File: src/rtl/rosco_pkg.sv
// Shared definitions for the bus arbitration glue: FSM state type and
// default timing constants.
package rosco_pkg;

  typedef enum logic [2:0] {
    ARB_IDLE     = 3'd0,
    ARB_REQ      = 3'd1,
    ARB_WAIT_BUS = 3'd2,
    ARB_GRANT    = 3'd3,
    ARB_RELEASE  = 3'd4,
    ARB_HOLDOFF  = 3'd5
  } arb_state_t;

  // Cycles of bus ownership before the winner is told to get off the bus.
  localparam int ARB_MAX_TENURE = 64;

  // Idle cycles guaranteed to the CPU after every DMA tenure.
  localparam int ARB_CPU_SLOTS  = 4;

endpackage

File: src/rtl/rr_picker.sv
// Combinational round-robin select: first requesting index after last_winner,
// scanning circularly.
module rr_picker #(
  parameter int NREQ = 2,
  parameter int IDXW = (NREQ > 1) ? $clog2(NREQ) : 1
) (
  input  logic [NREQ-1:0] req,
  input  logic [IDXW-1:0] last_winner,
  output logic [IDXW-1:0] winner,
  output logic            valid
);

  logic [IDXW-1:0] idx;

  // Scan from last_winner+1 around the ring; lowest circular distance wins.
  always_comb begin
    // NOTE: every output gets a default before the loop so no latch is inferred.
    winner = '0;
    valid  = 1'b0;
    idx    = '0;
    for (int i = 1; i <= NREQ; i++) begin
      idx = IDXW'((int'(last_winner) + i) % NREQ);
      if (!valid && req[idx]) begin
        valid  = 1'b1;
        winner = idx;
      end
    end
  end

endmodule

File: src/rtl/sync_2ff.sv
// Two-flop synchroniser for asynchronous single-bit inputs.
module sync_2ff #(
  parameter logic RST_VAL = 1'b1
) (
  input  logic clk,
  input  logic rst,
  input  logic d,
  output logic q
);

  logic meta;

  // Shift the asynchronous input through two flops to resolve metastability.
  always_ff @(posedge clk) begin
    // NOTE: non-blocking assignments keep both flops sampling the pre-edge values.
    if (rst) begin
      meta <= RST_VAL;
      q    <= RST_VAL;
    end else begin
      meta <= d;
      q    <= meta;
    end
  end

endmodule

File: src/rtl/bus_arbiter.sv
// 68000 bus arbiter: runs BR/BG/BGACK on behalf of NREQ DMA masters,
// round-robin winner selection, advisory preemption after MAX_TENURE cycles.
module bus_arbiter
  import rosco_pkg::*;
#(
  parameter int NREQ       = 2,
  parameter int MAX_TENURE = ARB_MAX_TENURE,
  parameter int CPU_SLOTS  = ARB_CPU_SLOTS
) (
  input  logic            i_CLK,
  input  logic            i_RST,
  input  logic [NREQ-1:0] i_REQ,
  input  logic            i_BG_n,
  input  logic            i_AS_n,
  input  logic            i_BGACK_n,
  output logic            o_BR_n,
  output logic            o_BGACK_n,
  output logic [NREQ-1:0] o_GNT,
  output logic            o_PREEMPT
);

  localparam int IDXW = (NREQ > 1) ? $clog2(NREQ) : 1;
  localparam int TW   = (MAX_TENURE > 0) ? $clog2(MAX_TENURE + 1) : 1;
  localparam int CW   = (CPU_SLOTS > 0) ? $clog2(CPU_SLOTS + 1) : 1;

  arb_state_t      state;
  logic [IDXW-1:0] winner;
  logic [IDXW-1:0] last_winner;
  logic [TW-1:0]   tenure;
  logic [TW-1:0]   tenure_inc;
  logic [CW-1:0]   slot_cnt;
  logic [IDXW-1:0] pick_idx;
  logic            pick_valid;
  logic [NREQ-1:0] win_onehot;
  logic            bg_s;
  logic            as_s;
  logic            bgack_s;

  // The CPU-side handshake lines are asynchronous to i_CLK; every decision
  // below looks only at the synchronised copies.
  sync_2ff #(.RST_VAL(1'b1)) u_sync_bg (
    .clk (i_CLK), .rst (i_RST), .d (i_BG_n),    .q (bg_s)
  );
  sync_2ff #(.RST_VAL(1'b1)) u_sync_as (
    .clk (i_CLK), .rst (i_RST), .d (i_AS_n),    .q (as_s)
  );
  sync_2ff #(.RST_VAL(1'b1)) u_sync_bgack (
    .clk (i_CLK), .rst (i_RST), .d (i_BGACK_n), .q (bgack_s)
  );

  rr_picker #(.NREQ(NREQ), .IDXW(IDXW)) u_picker (
    .req         (i_REQ),
    .last_winner (last_winner),
    .winner      (pick_idx),
    .valid       (pick_valid)
  );

  assign win_onehot = NREQ'(1) << winner;

  // Tenure counter saturates so preemption stays asserted once reached.
  always_comb begin
    tenure_inc = tenure;
    if (tenure != TW'(MAX_TENURE)) tenure_inc = tenure + 1'b1;
  end

  // Arbitration FSM; all outputs are registered and change only with state.
  always_ff @(posedge i_CLK) begin
    if (i_RST) begin
      state       <= ARB_IDLE;
      winner      <= '0;
      last_winner <= IDXW'(NREQ - 1);
      tenure      <= '0;
      slot_cnt    <= '0;
      o_BR_n      <= 1'b1;
      o_BGACK_n   <= 1'b1;
      o_GNT       <= '0;
      o_PREEMPT   <= 1'b0;
    end else begin
      case (state)
        ARB_IDLE: begin
          if (pick_valid) begin
            winner <= pick_idx;
            o_BR_n <= 1'b0;
            state  <= ARB_REQ;
          end
        end

        ARB_REQ: begin
          // A winner that gives up before BG arrives abandons the request.
          if (!i_REQ[winner]) begin
            o_BR_n <= 1'b1;
            state  <= ARB_IDLE;
          end else if (!bg_s) begin
            state <= ARB_WAIT_BUS;
          end
        end

        ARB_WAIT_BUS: begin
          // Take the bus only once the CPU's last cycle and any other master
          // have finished; BR negates on the same edge BGACK asserts.
          if (as_s && bgack_s) begin
            o_BGACK_n   <= 1'b0;
            o_GNT       <= win_onehot;
            o_BR_n      <= 1'b1;
            tenure      <= '0;
            last_winner <= winner;
            state       <= ARB_GRANT;
          end
        end

        ARB_GRANT: begin
          if (!i_REQ[winner] && as_s) begin
            o_GNT     <= '0;
            o_BGACK_n <= 1'b1;
            o_PREEMPT <= 1'b0;
            state     <= ARB_RELEASE;
          end else begin
            tenure <= tenure_inc;
            if (tenure_inc == TW'(MAX_TENURE)) o_PREEMPT <= 1'b1;
          end
        end

        ARB_RELEASE: begin
          if (CPU_SLOTS == 0) begin
            state <= ARB_IDLE;
          end else begin
            slot_cnt <= CW'(CPU_SLOTS);
            state    <= ARB_HOLDOFF;
          end
        end

        ARB_HOLDOFF: begin
          if (slot_cnt <= CW'(1)) begin
            slot_cnt <= '0;
            state    <= ARB_IDLE;
          end else begin
            slot_cnt <= slot_cnt - 1'b1;
          end
        end

        default: state <= ARB_IDLE;
      endcase
    end
  end

endmodule

File: config.mk
export PLATFORM = sky130hd
export DESIGN_NAME = bus_arbiter
export DESIGN_NICKNAME = d
export VERILOG_FILES = /design/src/rtl/rosco_pkg.sv /design/src/rtl/rr_picker.sv /design/src/rtl/sync_2ff.sv /design/src/rtl/bus_arbiter.sv
export SDC_FILE = /design/constraint.sdc
export NUM_CORES = 1
export LEC_CHECK = 0
export CELL_PAD_IN_SITES_DETAIL_PLACEMENT = 0
export CELL_PAD_IN_SITES_GLOBAL_PLACEMENT = 2
export CORE_MARGIN = 1
export CORE_UTILIZATION = 33
export DETAILED_ROUTE_END_ITERATION = 8
export PLACE_DENSITY_LB_ADDON = 0.1
export SKIP_CTS_REPAIR_TIMING = 1
export SLEW_MARGIN = 20
export SYNTH_ARGS = -nofsm -noshare
export SYNTH_HDL_FRONTEND = slang
export SYNTH_SLANG_ARGS = --single-unit
File: constraint.sdc
create_clock -name i_CLK -period 1.7 [get_ports i_CLK]
set_input_delay 0.34 -clock i_CLK [delete_from_list [all_inputs] [get_ports i_CLK]]
set_output_delay 0.34 -clock i_CLK [all_outputs]
set_load 0.03 [all_outputs]
==> summary.txt <==
Status
  – Status: finished, final reports clean

Synth
  – Mux cell area share after synthesis: ~4.6%
  – Synth unique cells: 40
  – EDFF count, synth: 0
  – Syn_nets: about 170
  – Seq/Total Area, Yosys: about 40%
  – Dominant synthesized flop cell: dfxtp_1
  – Complex-gate fraction of the synthesized area: 17.2%
  – XOR/XNOR Fraction of Synth Area: 3.42%
  – Post-Synth Simple-Gate Area: 25.9%
  – Area share of fa/ha/maj cells after synthesis: between 2 and 3%
  – Yosys Warn Count: 0
  – Cells after synthesis: 155
  – Async S/R FF share, synth: 0%
  – Largest family of logic cells by synthesized area: simple AND/OR/NAND/NOR gates
  – FF+latch count, synth: 26
  – Cell area after synthesis: roughly 1300 um2
  – Syn_area_per_cell: roughly 8.3 um2

Global routing
  – GRT Total Usage: between 10% and 20%
  – Grt total ovfl: 0
  – First-pass GRT wire length: about 4.7 mm
  – Antenna violations before repair: 0
  – Vias in the first global route: 1081
  – Largest net degree at the start of global routing: 14

Final layout
  – Filler instances: 400
  – Most common cell after layout, fill and taps aside: dfxtp_1
  – Final design utilization: 42.9%
  – Fraction of layout instances using a drive strength above 1: about a fifth
  – Finished Layout Cells: around 230
  – Most frequent cells in the layout: 25 x dfxtp_1, 17 x nand2_1, 15 x a21oi_1, 15 x buf_4, 13 x nor2_1
  – ANT cells: 0
  – Final instance area: 1580 um2
  – Area growth, synth to finish: 23.7%
  – Fin nets: between 150 and 200

Timing
  – Final Hold Viols: 0
  – Worst slew pin tran: between 300 and 400 ps
  – Pins Over Slew Limit: 0
  – # setup viols final: 0
  – Peak Freq: a little over 600 MHz
  – Setup ws final: roughly 94 ps
  – Post-route minimum period: 1610 ps
  – Part of the cycle the worst path needs: 94.4%
  – Final setup TNS: 0 ps
  – RSZ-0062 raised after global routing: no
  – Fin Hold WS: roughly 420 ps
  – Max-slew headroom: about four fifths
  – Clock Skew: ~5.2 ps

Routing
  – DRC violations left: 0
  – Total number of vias: between 1000 and 1500
  – Drt first-iter violations: 33
  – Drt wl/cell: 12.0 um
  – Pre-Repair DR Iteration Count: 4
  – Routed Antenna Nets: 0
  – Vias per cell: a little under 5
  – Final wirelength: around 2.7 mm

Placed design
  – Post-Place Cells: 222
  – Cell Area, Placed: between 1500 and 2000 um2
  – PortBufs: 11
  – Post-DP HPWL: approximately 2 mm
  – Pre-CTS setup slack: -233 ps
  – Final RePlAce weighted congestion: 0.742

Clock tree
  – Sink Count: 26
  – Clk_lat worst skew: roughly 260 ps
  – CTS tree: built
  – CTS Buf Count: 3
  – Clock Tree Root: clkbuf_8
  – Worst-path clk slew: about 90 ps
  – H-tree depth: 1
  – Clock tree buffer depth: 2

Power
  – Net Sw Frac: 25.3%
  – Pwr Total: between 1 and 1.5 mW
  – Logic pwr share: between 10% and 20%
  – Flop pwr share: between 50% and 60%
  – Worst vdd ir: approximately 0.27 mV
  – Power Dens Cells: roughly 740 nW/um2
  – Cell Int Power: ~880 uW
  – Pleak: slightly above 0.6 nW
  – Clock Power Share: roughly 29%
  – Sw Pwr: 297 uW

Worst setup path
  – WP data required: between 1000 and 1500 ps
  – FF-to-FF setup slack: between 100 and 150 ps
  – Startpoint class of the critical path: flop
  – CP bufs+invs: 1
  – Crit Path Category: flop to primary output
  – Delay-heaviest family, CP: buffers and inverters
  – Crit-path slowest cell: clkdlybuf4s50_1
  – CP Capture Type: primary output
  – WP data arrival: 1270 ps
  – Critical Path, Cell by Cell: clkdlybuf4s50_1
  – Crit path largest cell delay: approximately 660 ps
  – Largest fanout on the critical path: 2

Floorplan
  – Boundary Pins: 12
  – Die Height: around 64 um
  – Die ar.: 4130 um2
  – Starting Density: a little over a third
  – Chip width: about 64 um
  – Core area: around 3700 um2
  – FP Rows: 22

Run
  – Max-cap violations: 0

Min path
  – Worst min path class: flop to flop
## worst paths after layout
check	from	end	cells after the start
setup / recovery	o_PREEMPT	o_PREEMPT	1
hold reg to reg	u_sync_bg.meta	u_sync_bg.q	1
setup reg to reg	tenure[2]	tenure[0]	5
hold / removal	u_sync_bg.meta	u_sync_bg.q	1
## cell usage after synthesis (all sizes together), types with 3 or more instances
| cell type | number | area [um2] |
|---|---|---|
| or2 | 6 | 37.5 |
| ha | 3 | 37.5 |
| nor3 | 3 | 15.0 |
| nand3b | 5 | 37.5 |
| nor2 | 14 | 55.1 |
| nand3 | 6 | 30.0 |
| inv | 9 | 33.8 |
| dfxtp | 26 | 521 |
| nand2 | 17 | 63.8 |
| xor2 | 3 | 26.3 |
| o21ai | 8 | 51.3 |
| clkbuf | 6 | 22.5 |
| mux2 | 4 | 48.8 |
| a22oi | 3 | 22.5 |
| a21oi | 16 | 83.8 |
## per-layer routing
layer  part of all wire, %  wire length, um  vias up  GRT usage, %
li1                      -                -      583             -
met1                    51             1380      503          19.8
met2                    46             1230       14          23.7
met3                   2.8               77        2          2.14
met4                  0.63               17        0          5.00
met5                     0                0        -             0
## logic make-up (layout without fill, tap and decap cells)
| kind of cell | count (synthesis) | count (layout) |
|---|---|---|
| AOI/OAI and AO/OA | 35 | 35 |
| xor gates and xnor gates | 5 | 5 |
| adders and majority gates | 3 | 3 |
| buffers and inverters | 16 | 38 |
| DFF | 26 | 26 |
| muxes | 5 | 5 |
| and+or+nand+nor | 65 | 65 |
## power groups by stage
| stage | logic, mW | clock network, mW | registers [mW] |
|---|---|---|---|
| after floorplan | 0.106 | 0 | 0.671 |
| after global placement | 0.181 | 0 | 0.664 |
| after detailed placement | 0.183 | 0 | 0.664 |
| after CTS | 0.184 | 0.363 | 0.650 |
| after global routing | 0.208 | 0.381 | 0.653 |
| final | 0.185 | 0.342 | 0.650 |
## layout make-up
type / instances / area, um2 / share of cell area, %
Inverter: 9 / 33.8 / 2.13
Timing Repair Buffer: 26 / 223 / 14.1
Sequential cell: 26 / 522 / 33.0
Multi-Input combinational cell: 113 / 703 / 44.4
Tap cell: 48 / 60.1 / 3.79
Clock buffer: 3 / 41.3 / 2.61
## worst reg2reg max path, stage by stage, from the launching register on
cell and delay [ps]:
dfxtp_1 340, nor4_2 300, nand3_1 190, and2_1 280, mux2_4 320, nor2_2 70
## sequential cells by signal (all words and copies together) (netlist names), 2 cells and up
name      cells
tenure        7
slot_cnt      3
o_GNT         2
state         3
Power figures use the tool's default switching activity.
==> RTL edit 1 (config.mk and constraints unchanged) <==
`NREQ` is set to 2 in 2 places; all go to 1.
--- a/src/rtl/rr_picker.sv
+++ b/src/rtl/rr_picker.sv
@@ -2,5 +2,5 @@
 // scanning circularly.
 module rr_picker #(
-  parameter int NREQ = 2,
+  parameter int NREQ = 1,
   parameter int IDXW = (NREQ > 1) ? $clog2(NREQ) : 1
 ) (
--- a/src/rtl/bus_arbiter.sv
+++ b/src/rtl/bus_arbiter.sv
@@ -4,5 +4,5 @@
   import rosco_pkg::*;
 #(
-  parameter int NREQ       = 2,
+  parameter int NREQ       = 1,
   parameter int MAX_TENURE = ARB_MAX_TENURE,
   parameter int CPU_SLOTS  = ARB_CPU_SLOTS
Interface: changed (resized i_REQ and o_GNT); port bits go from 12 to 10. The function was not compared with the original's and may differ.
==> RTL edit 1 against the unedited design <==
Cell area fell by 7.9%; highest routed layer unchanged; count of clock-buffer cells in the layout is the same; area after synthesis down 7.5%; global-route usage grew 1.6 points; register-to-register slack lost 0.03 ns; fmax up 1.2%; sequential cell count down 3; wire length grew 2.2%; setup slack better by 0.019 ns.
Power is not compared: it rests on default switching activity, and its combinational part moved more than twofold at a synthesized area within 25%.
==> RTL edit 1: results (changes against the unedited design) <==
Synthesis
  • Fraction of registers with async set/reset: 0% (unchanged)
  • Ranking of synthesized cells by area: dfxtp_1 39%, a21oi_1 7.2%, o21ai_0 4.2%
  • Post-synth top cells: 23 x dfxtp_1, 17 x a21oi_1, 12 x nor2_1, 10 x o21ai_0, 8 x inv_1
  • Sequential area share after synthesis: 38.9% (-1.8 points)
  • Library cells used by synthesis: 35 (-13%)
  • Syn_nets: 152 (-7.9%)

Placed design
  • Port bufs: 9 (-2)
  • HPWL Detailed: 2130 microns (+3.5%)
  • Final Wtd Congestion: 0.780 (+5.1%)
  • Placement Cell Area: 0.00142 sq mm (-7.3%)

Layout
  • Layout cells sized above 1: 18.7% (-0.53 points)
  • Final net count: 176 (-6.9%)
  • Fillers: 352 (-12%)
  • Design Area, Final: 0.00146 sq mm (-7.9%)

GRT
  • First-pass GRT wire length: 4490 microns (-5.4%)
  • GRT Overall Usage: 16.3% (+1.6 points)
  • Vias in the first global route: 975 (-9.8%)

Hold path
  • Tightest Hold Check Type: flip-flop to flip-flop

Detailed routing
  • DRT iter0 DRCs: 44 (+33%)
  • Final WL: 2770 microns (+2.2%)
  • Via count: 1,051 (-4.6%)

Setup path
  • Crit path largest cell delay: 0.34 ns (-0.32 ns)
  • WP data arrival: 1.82 ns (+0.55 ns)
  • Crit Path Max Fanout: 3 (+1)
  • Slowest stage cell, crit path: dfxtp_1

STA
  • Worst slew pin tran: 0.326 ns (+0.00814 ns)
  • Fin Clk Skew: 0.00335 ns (-0.00189 ns)

Clocking
  • Clk slew on worst S/H paths: 0.13 ns (+0.04 ns)
  • Root buffer cell: clkbuf_4
  • CTS Buf Count: 3 (unchanged)
  • Clock Latency Late Sink: 0.31 ns (+0.05 ns)

Power
  • Peak VDD IR: 380 uV

Run status
  • Status: finished clean
==> RTL edit 1: cell count changes after synthesis, sizes merged, moves of 3 or more <==
| cell | delta |
|---|---|
| mux2 | -4 |
| nand2 | -12 |
| dfxtp | -3 |
| or2 | +3 |
| a22oi | -3 |
| a311oi | +4 |
| nand2b | +6 |
==> RTL edit 1: final cells by class <==
type	count	area share (%)
inverter	8	2.06
tap	46	3.95
clock inverter	1	0.343
timing repair buffer	26	15.6
sequential	23	31.6
multi-input combinational	105	44.9
clock buffer	3	1.55
==> RTL edit 1: stage by stage <==
stage / cells / hold WS (ns) / TNS [ns] / setup slack (ns)
6_report: 212 / 0.424 / 0 / 0.113
4_1_cts: 212 / 0.425 / -0.0640 / -0.0452
3_5_place_dp: 208 / 0.393 / -0.0316 / -0.0316
2_1_floorplan: 143 / 0.389 / 0 / 0.0305
3_3_place_gp: 208 / 0.394 / 0 / 0.0135
5_1_grt: 212 / 0.433 / 0 / 0.0107
==> RTL edit 1: logic make-up after synthesis <==
group	count (synthesis)	synth area share, %
buf+inv	15	6.03
fa+ha+maj	3	3.17
simple gates	56	27.8
compound gates	43	21.9
flops	23	38.9
xor+xnor	3	2.22
==> RTL edit 1: worst paths after layout <==
check	to	slack, ns	from	depth (start not counted)
min reg2reg	u_sync_as.q$_SDFF_PP1_	0.42	u_sync_as.meta$_SDFF_PP1_	1
max reg2reg	tenure[0]$_SDFFE_PP0P_	0.11	tenure[0]$_SDFFE_PP0P_	6
max	tenure[0]$_SDFFE_PP0P_	0.11	tenure[0]$_SDFFE_PP0P_	6
min	u_sync_as.q$_SDFF_PP1_	0.42	u_sync_as.meta$_SDFF_PP1_	1
==> RTL edit 1: routing by layer <==
metal | share of wire [%] | routed length [microns] | GRT usage (%) | up-vias
li1 | - | - | - | 550
met4 | 0.72 | 20 | 5.71 | 0
met1 | 43 | 1190 | 18.8 | 488
met5 | 0 | 0 | 0 | -
met2 | 53 | 1480 | 30.1 | 11
met3 | 2.6 | 73 | 2.69 | 2
==> RTL edit 1: power breakdown <==
| group | switching [mW] | total [mW] | leakage, nW | internal, mW |
|---|---|---|---|---|
| clock | 0.172 | 0.260 | 0.0177 | 0.0879 |
| sequential | 0.00844 | 0.560 | 0.187 | 0.551 |
| combinational | 0.0444 | 0.0920 | 0.366 | 0.0476 |
| total | 0.225 | 0.912 | 0.571 | 0.687 |
==> RTL edit 1: worst max-delay path, delay by kind of cell, from the launching register on <==
kind | cells | cell delay [ns]
AO/OA/AOI/OAI | 1 | 0.21
adder cells (fa/ha/maj) | 1 | 0.20
buffers and inverters | 1 | 0.08
flip-flops | 1 | 0.34
AND/OR/NAND/NOR | 3 | 0.68
==> RTL edit 2 (config.mk and constraints unchanged) <==
Made on the original files. Re-encode `arb_state_t` (6 states) as one-hot, 6 bits wide.
--- a/src/rtl/rosco_pkg.sv
+++ b/src/rtl/rosco_pkg.sv
@@ -3,11 +3,11 @@
 package rosco_pkg;
 
-  typedef enum logic [2:0] {
-    ARB_IDLE     = 3'd0,
-    ARB_REQ      = 3'd1,
-    ARB_WAIT_BUS = 3'd2,
-    ARB_GRANT    = 3'd3,
-    ARB_RELEASE  = 3'd4,
-    ARB_HOLDOFF  = 3'd5
+  typedef enum logic [5:0] {
+    ARB_IDLE     = 6'b000001,
+    ARB_REQ      = 6'b000010,
+    ARB_WAIT_BUS = 6'b000100,
+    ARB_GRANT    = 6'b001000,
+    ARB_RELEASE  = 6'b010000,
+    ARB_HOLDOFF  = 6'b100000
   } arb_state_t;
 
Formal check against the unedited RTL: same outputs for any inputs over 10 cycles, from zero or initial values and one cycle with i_RST high; not proved beyond that.
==> RTL edit 2 against the unedited design <==
The flow now finishes with violations (setup timing); first-iteration DRC count rose by 67%; sequential cell count grew 3; cell area up 44%; area after synthesis grew 21%; register-to-register slack got worse by 0.14 ns; setup slack worse by 0.098 ns; final cell count is 24% higher; wire length grew 47%; clock skew is essentially flat; sequential share of layout area fell by 7.0 points; synthesized cell count up 13%.
Power is not compared: it rests on default switching activity, and its combinational part moved more than twofold at a synthesized area within 25%.
==> RTL edit 2: results (changes against the unedited design) <==
Placed design
  • Pre-CTS WS: -0.367 ns (-0.134 ns)
  • Final Wtd Congestion: 0.799 (+7.7%)
  • Placement Cell Area: 0.00194 sq mm (+27%)

Synthesis
  • #FFs+latches synth: 29 (+12%)
  • Syn_nets: 186 (+13%)
  • Post-synth top cells: 29 x dfxtp_1, 13 x a21oi_1, 13 x nand3_1, 11 x nand2_1, 10 x or2_2

STA
  • Final Setup Violations: 1 (+1)
  • Setup TNS: -0.00320 ns (-0.00320 ns)
  • Fin worst setup slack: -0.00320 ns (-0.0976 ns)
  • Period utilization: 100% (+5.7 points)

Run status
  • Failing checks: setup timing
  • Status: finished, violations left

Clocking
  • Clock Latency Late Sink: 0.28 ns (+0.02 ns)
  • H-tree depth reported by CTS: 2 (+1)

Layout
  • Area of the multi-input gates: 0.00104 sq mm (+48%)
  • Multi-input combinational gate total: 131 (+16%)
  • Register area: 592 sq um (+13%)
  • Largest registers: tenure (7), state (6), slot_cnt (3)
  • Clock buffers: 7 (+4)
  • Layout area overhead: 47.7%
  • Fillers: 427 (+6.8%)
  • Fraction of area in multi-input gates: 45.7% (+1.3 points)

Detailed routing
  • DRT met1 WL: 1790 microns (+30%)
  • DRT iter0 DRCs: 55 (+67%)
  • Avg WL per Cell: 14.2 microns (+18%)
  • DR WL met3: 126 microns (+64%)

Setup path
  • Crit Path Max Fanout: 6 (+4)
  • WP data arrival: 1.87 ns (+0.60 ns)

GRT
  • Vias in the first global route: 1,444 (+34%)
  • Global routing usage on met2: 27.7% (+4.0 points)
  • First-pass GRT wire length: 6670 microns (+41%)
  • Met1 GRT Util: 21.0% (+1.2 points)
==> RTL edit 2: cell types whose count changed in the layout (fill, tap and decap cells not counted), sizes merged, moves of 4 or more <==
cell    delta
buf       +26
clkbuf     +4
nand2      -6
nand3      +7
nor2       -7
nor2b      +4
nor4       +4
or2        +4
==> RTL edit 2: per-stage QoR <==
step / cells / util [%] / hold slack (ns)
2_1_floorplan: 175 / - / 0.389
3_3_place_gp: 261 / 44.0 / 0.392
3_5_place_dp: 261 / 44.0 / 0.395
4_1_cts: 269 / 46.6 / 0.409
5_1_grt: 280 / 51.7 / 0.427
6_report: 280 / 51.7 / 0.408
==> RTL edit 2: final timing paths <==
path | start | endpoint | slack (ns) | depth (start not counted)
setup reg to reg | state[0]$_SDFFE_PP1P_ | tenure[4]$_SDFFE_PP0P_ | -0.003 | 4
hold reg to reg | u_sync_as.meta$_SDFF_PP1_ | u_sync_as.q$_SDFF_PP1_ | 0.41 | 1
hold / removal | u_sync_as.meta$_SDFF_PP1_ | u_sync_as.q$_SDFF_PP1_ | 0.41 | 1
setup / recovery | state[0]$_SDFFE_PP1P_ | tenure[4]$_SDFFE_PP0P_ | -0.003 | 4
==> RTL edit 2: logic make-up (layout without fill, tap and decap cells) <==
| kind of cell | count (synthesis) | count (layout) | synth area share (%) |
|---|---|---|---|
| xor gates and xnor gates | 3 | 3 | 1.70 |
| buffers and inverters | 15 | 68 | 4.13 |
| muxes | 5 | 5 | 3.40 |
| and+or+nand+nor | 76 | 76 | 29.3 |
| adders and majority gates | 4 | 4 | 3.24 |
| DFF | 29 | 29 | 37.6 |
| AOI/OAI and AO/OA | 43 | 43 | 20.7 |
